File: src/rtl/mult_shift_add32.sv
// Sequential 32x32->64 shift-add multiplier, signed or unsigned, fixed 32-iteration latency.
// Operands are latched as magnitudes; the sign is reapplied when the result is loaded.
module mult_shift_add32 (
    input  logic        clk,
    input  logic        rst_n,
    input  logic        start,
    input  logic        sgn,
    input  logic [31:0] multiplicand,
    input  logic [31:0] multiplier,
    output logic [63:0] product,
    output logic        busy,
    output logic        done
);

    typedef enum logic [1:0] {StIdle, StRun, StDone} state_e;

    state_e      state_q;
    logic [4:0]  cnt_q;
    logic [31:0] mcand_q;
    logic [31:0] mplier_q;
    logic [63:0] acc_q;
    logic        neg_q;
    logic [63:0] product_q;
    logic        busy_q;
    logic        done_q;

    logic [31:0] mag_a;
    logic [31:0] mag_b;
    logic [32:0] sum;
    logic [63:0] acc_d;
    logic [63:0] result;

    always_comb begin
        mag_a  = (sgn && multiplicand[31]) ? (32'd0 - multiplicand) : multiplicand;
        mag_b  = (sgn && multiplier[31])   ? (32'd0 - multiplier)   : multiplier;
        // 33-bit add keeps the carry, which becomes the new MSB after the shift
        sum    = {1'b0, acc_q[63:32]} + {1'b0, (mplier_q[0] ? mcand_q : 32'd0)};
        acc_d  = {sum, acc_q[31:1]};
        result = (neg_q && (acc_d != 64'd0)) ? (64'd0 - acc_d) : acc_d;
    end

    always_ff @(posedge clk or negedge rst_n) begin
        if (!rst_n) begin
            state_q   <= StIdle;
            cnt_q     <= 5'd0;
            mcand_q   <= 32'd0;
            mplier_q  <= 32'd0;
            acc_q     <= 64'd0;
            neg_q     <= 1'b0;
            product_q <= 64'd0;
            busy_q    <= 1'b0;
            done_q    <= 1'b0;
        end else begin
            unique case (state_q)
                StIdle, StDone: begin
                    done_q <= 1'b0;
                    if (start) begin
                        mcand_q  <= mag_a;
                        mplier_q <= mag_b;
                        neg_q    <= sgn & (multiplicand[31] ^ multiplier[31]);
                        acc_q    <= 64'd0;
                        cnt_q    <= 5'd0;
                        busy_q   <= 1'b1;
                        state_q  <= StRun;
                    end else begin
                        state_q  <= StIdle;
                    end
                end
                StRun: begin
                    acc_q    <= acc_d;
                    mplier_q <= {1'b0, mplier_q[31:1]};
                    cnt_q    <= cnt_q + 5'd1;
                    if (cnt_q == 5'd31) begin
                        product_q <= result;
                        done_q    <= 1'b1;
                        busy_q    <= 1'b0;
                        state_q   <= StDone;
                    end
                end
                default: state_q <= StIdle;
            endcase
        end
    end

    assign product = product_q;
    assign busy    = busy_q;
    assign done    = done_q;

endmodule

File: config.mk
export PLATFORM = sky130hd
export DESIGN_NAME = mult_shift_add32
export DESIGN_NICKNAME = d
export VERILOG_FILES = /design/src/rtl/mult_shift_add32.sv
export SDC_FILE = /design/constraint.sdc
export NUM_CORES = 1
export LEC_CHECK = 0
export CAP_MARGIN = 20
export CORE_AREA = 2 2 150 152
export DETAILED_ROUTE_END_ITERATION = 8
export DIE_AREA = 0 0 152 154
export PLACE_DENSITY_LB_ADDON = 0.3
export SETUP_SLACK_MARGIN = 0.15
export SLEW_MARGIN = 20
export SYNTH_ARGS = -nofsm -noshare
export SYNTH_HDL_FRONTEND = slang
export SYNTH_SLANG_ARGS = --single-unit
File: constraint.sdc
create_clock -name clk -period 4.8 [get_ports clk]
set_clock_uncertainty 0.1 [all_clocks]
set_input_delay 0.96 -clock clk [delete_from_list [all_inputs] [get_ports clk]]
set_output_delay 0.96 -clock clk [all_outputs]
set_load 0.01 [all_outputs]
Yosys cells after proc, flatten, opt, wreduce, memory -nomap -nowiden
Index checks and enable logic that the tools add are counted.

Add/sub/neg operators: 5. Equality and inequality tests: 5. Muxes and demuxes: 18. Bitwise operators: 2. Reductions and logical operators: 12.

Operator list (number): 32-bit 2-to-1 mux (4); 64-bit 2-to-1 mux (2); 64-bit one-hot mux with 2 select lines (1); 32-bit one-hot mux with 2 select lines (1); 64-bit nonzero test (1); 1-bit by 32-bit subtractor with 32-bit output (first input constant) (2); 1-bit by 64-bit subtractor with 64-bit output (first input constant) (1); 32-bit by 32-bit adder with 33-bit output (1); 5-bit one-hot mux with 2 select lines (1); 2-bit AND reduction (4); 5-bit by 1-bit adder with 5-bit output (second input constant) (1); 5-bit == test (second input constant) (1); 5-bit 2-to-1 mux (1); 1-bit 2-to-1 mux (4); 2-bit != test (second input constant) (2); 1-bit one-hot mux with 2 select lines (2); 2-bit one-hot mux with 2 select lines (1); 1-bit logical AND (3); 3-bit AND reduction (1); 2-bit by 1-bit == test with 1-bit output (second input constant) (1); 2-bit == test (second input constant) (1); 2-bit logical NOT (1); 2-bit 2-to-1 mux (1); 2-bit nonzero test (1); other kinds (3) (3).

Register bits after elaboration: 202. Input bits: 68. Output and inout bits: 66. Logic and storage cells: 51.

Longest topological paths before layout
Word-level depth: 5. Mapped depth: 17.

Worst setup path after synthesis
No wires, ideal clock.

Path type: register -> register. Start point: reg mplier_q[0]. End point: reg product_q[51], in the netlist product[51]. Setup time: 0.130 ns. Data arrival time: 3.861 ns. Slack: 0.709 ns. Cell stages (with the launch flop): 18. Path through: dfrtp_1 > clkbuf_1 > and2_1 > ha_1 > fa_1 > a21o_1 > a211oi_4 > o21ai_2 > a31oi_1 > xnor2_1 > or4_4 > and4bb_1 > nand4_1 > buf_4 > buf_6 > nand3_1 > xor2_1 > o21ai_1.

Longest elaborated chain between the ends: 5. Elaborated cells on any way between the ends: 6.

RTL lines: from (decl) (RTL line 20) `logic [31:0] mplier_q;`; from (signal assigned) (RTL line 59) `mplier_q <= mag_b;`; from (signal assigned) (RTL line 71) `mplier_q <= {1'b0, mplier_q[31:1]};`; 32-bit 2-to-1 mux * (RTL line 37) `sum = {1'b0, acc_q[63:32]} + {1'b0, (mplier_q[0] ? mcand_q : 32'd0)};`; 32-bit by 32-bit adder with 33-bit output * (RTL line 37); parallel branches: the longest is 2 deep, another holds 1-bit by 64-bit subtractor with 64-bit output; 64-bit 2-to-1 mux * (RTL line 39) `result = (neg_q && (acc_d != 64'd0)) ? (64'd0 - acc_d) : acc_d;`; to (signal assigned) (RTL line 74) `product_q <= result;`; to (decl) (RTL line 23) `logic [63:0] product_q;`.

Mark *: on every way between the ends. A chain may end at the register's enable or synchronous reset.

Worst setup path after layout
Start point: reg mplier_q[0]. End point: reg product_q[55], in the netlist product[55].

The elaborated chain is that of the path after synthesis.

==> flow_summary.toml <==
[die]
coreArea_sq_um = 21690
ios = 134
initial_core_util_pct = 57.45
rows = 54
die-width_um = 152
die_area_sq_um = 23410
die_h_um = 154

[detailed_routing]
wl_um = 32000
first_iter_violations = 861
num_vias = 10990
drtAntennaViolNets = 0
drc = 0
routed_via_density = 6.101
avgRoutedWirePerCell_um = 17.77
first_pass_iters = 5

[cells_and_area]
antenna_cells = 0
layoutNonFillerInstCount = 1801
synthToLayoutAreaGrowth_pct = 19.36
layout-drive-gt1-share_pct = 6.706
num-nets-final = 1612
num-fill-cells = 1719
regArea_sq_um = 5034
multi_input_comb_area_sq_um = 7064

[timing]
rsz0062_at_grt = "no"
worst_pin_slew_ns = 1.040
finalSetupTns_ns = 0
min_period_over_period_pct = 94.23
timing.hold.ws_ns = 0.3729
setup_viol = 0
maxSlewHeadroom_pct = 30.52
finalHoldViolCount = 0
slew_viol_final = 0
period_needed_ns = 4.523
fmax_mhz = 221.1

[global_routing]
grt_pass1_vias = 10470
grt_first_pass_wirelength_um = 53140
gr-total-overflow = 0
grt_max_degree = 117
antenna_found_initial = 0
track_usage_pct = 27.10

[logic_synthesis]
yosys.area.top_type = "dfrtp_1"
yosys-top-cells-count = "201 x dfrtp_1, 183 x nand2_1, 166 x o21ai_0"
async_flop_share_pct = 100.0
ys_top_cells_by_area = "dfrtp_1 40%, o21ai_0 6.7%, nand2_1 5.5%"
synth_area_per_cell_sq_um = 8.856
synth_most_common_cell = "dfrtp_1"
synth.top_cell.area_share_pct = 40.37
synth_edf_count = 0
synth_ff_type = "dfrtp_1"
synth_nets = 1513
synth_area_sq_um = 12460
yosys_warnings = 0
seq_area_frac_synth_pct = 40.37
synth_cell_types = 82
synth_cells = 1407
synth-seq-cells = 201

[worst_setup_path]
end_kind = "register"
cp_data_required_time_ns = 5.07
crit_path_start_kind = "register"
cp.arrival_ns = 4.79
critPathKind = "register to register"
crit_fanout = 29

[cts]
cts_root_buf = "clkbuf_16"
clk_latency_ns = 0.51
cts_max_level = 1
cts_buffers = 22
clk_path_buf_depth = 3
path_clk_slew_ns = 0.06
clock-sinks = 201
cts_tree = "built"

[outcome]
status = "finished clean"

[place]
placed_cells = 1761
gp_congestion = 0.9507
io_buffers = 133
hpwlAfterDp_um = 22860

[pwr]
ir_drop_uv = 263.3
cellPowerDensity_nw_per_um2 = 731.1
static-leakage-power_nw = 6.383
p_total_mw = 10.87

[min_path]
worstHoldPathType = "register to register"

[run]
maxCapViolations = 0
## final cells by class
cell class,instances,area share (%)
clock inverters,8,0.8497
inverters,21,0.5300
clock buffers,31,4.265
multi-input cells,1097,47.50
well taps,280,2.356
flip-flops and latches,201,33.84
repair buffers,163,10.66
## registers in the layout, indices dropped and copies added, names as in the netlist, 2 cells and up
name	count
mcand_q	32
acc_q	63
product	64
state_q	2
cnt_q	5
mplier_q	32
## what timing repair did
item / 4_1_cts / 5_1_grt
buffers inserted: 0 / 1
hold endpoints to repair: 0 / 0
pin swaps: 0 / 0
hold buffers: 0 / 0
endpoints found under the setup margin: 8 / 31
gates resized for setup: 1 / 7
## placed cells by master (no fill, tap or decap), types with 10 or more instances in the layout
master,instances
a22oi_1,33
nor2_1,70
nor3_1,24
nor4_1,15
buf_4,28
o31ai_1,12
dfrtp_1,200
o21ai_0,165
a31oi_1,14
nand4_1,13
and2_1,39
xnor2_1,61
clkdlybuf4s50_1,132
or3_1,19
ha_1,37
clkbuf_16,22
a22o_1,55
xor2_1,75
nand3_1,31
a21o_1,13
and3_1,10
inv_1,19
o21ai_1,18
a21oi_1,56
nand2_1,182
nand2b_1,11
## per-layer routing
metal	wire length, um	track usage (%)	share of wire, %
met1	14940	40.37	47
met2	14330	42.41	45
met3	2021	3.100	6.3
met4	697	6.987	2.2
met5	0	0	0
## cell families after synthesis
family	count (synthesis)	synth area share, %
flip-flops	201	40.37
XOR/XNOR	138	9.700
AND/OR/NAND/NOR	472	19.23
AO/OA/AOI/OAI	445	23.09
multiplexers	4	0.3414
adder cells (fa/ha/maj)	38	3.876
buffers and inverters	109	3.394
## where the power goes
part / switching (mW) / internal (mW)
Combinational: 3.47 / 2.61
Sequential: 0.573 / 2.46
Clock: 0.685 / 1.08
## critical path: stages, from the launching register on
cell	delay (ns)
dfrtp_4	0.55
and2_1	0.18
ha_1	0.22
fa_1	0.44
a21o_1	0.25
a211oi_4	0.30
o221ai_1	0.27
o211a_1	0.35
a211o_1	0.36
nor4_1	0.45
nand4_1	0.22
buf_12	0.23
and2_4	0.19
a31oi_1	0.17
o21ai_0	0.09
## metrics by stage
step	worst slack, ns	cell area (sq um)	util (%)
floorplan	0.7087	12460	-
global placement	0.2712	14070	64.87
detailed placement	0.1180	14070	64.87
CTS	0.2460	14830	68.39
global route	0.1543	14870	68.58
finish	0.2767	14870	68.58
## path summary, 6_finish.rpt
check | from | to | slack (ns) | cells after the start
setup / recovery | mplier_q[0] | product[55] | 0.28 | 14
hold / removal | mcand_q[10] | mcand_q[10] | 0.37 | 2
setup reg to reg | mplier_q[0] | product[55] | 0.28 | 14
hold reg to reg | mcand_q[10] | mcand_q[10] | 0.37 | 2
max in group asynchronous | rst_n | mplier_q[0] | 3.02 | 2
min in group asynchronous | rst_n | mcand_q[7] | 0.43 | 1
Note: power is estimated with default switching activity, not from simulation.
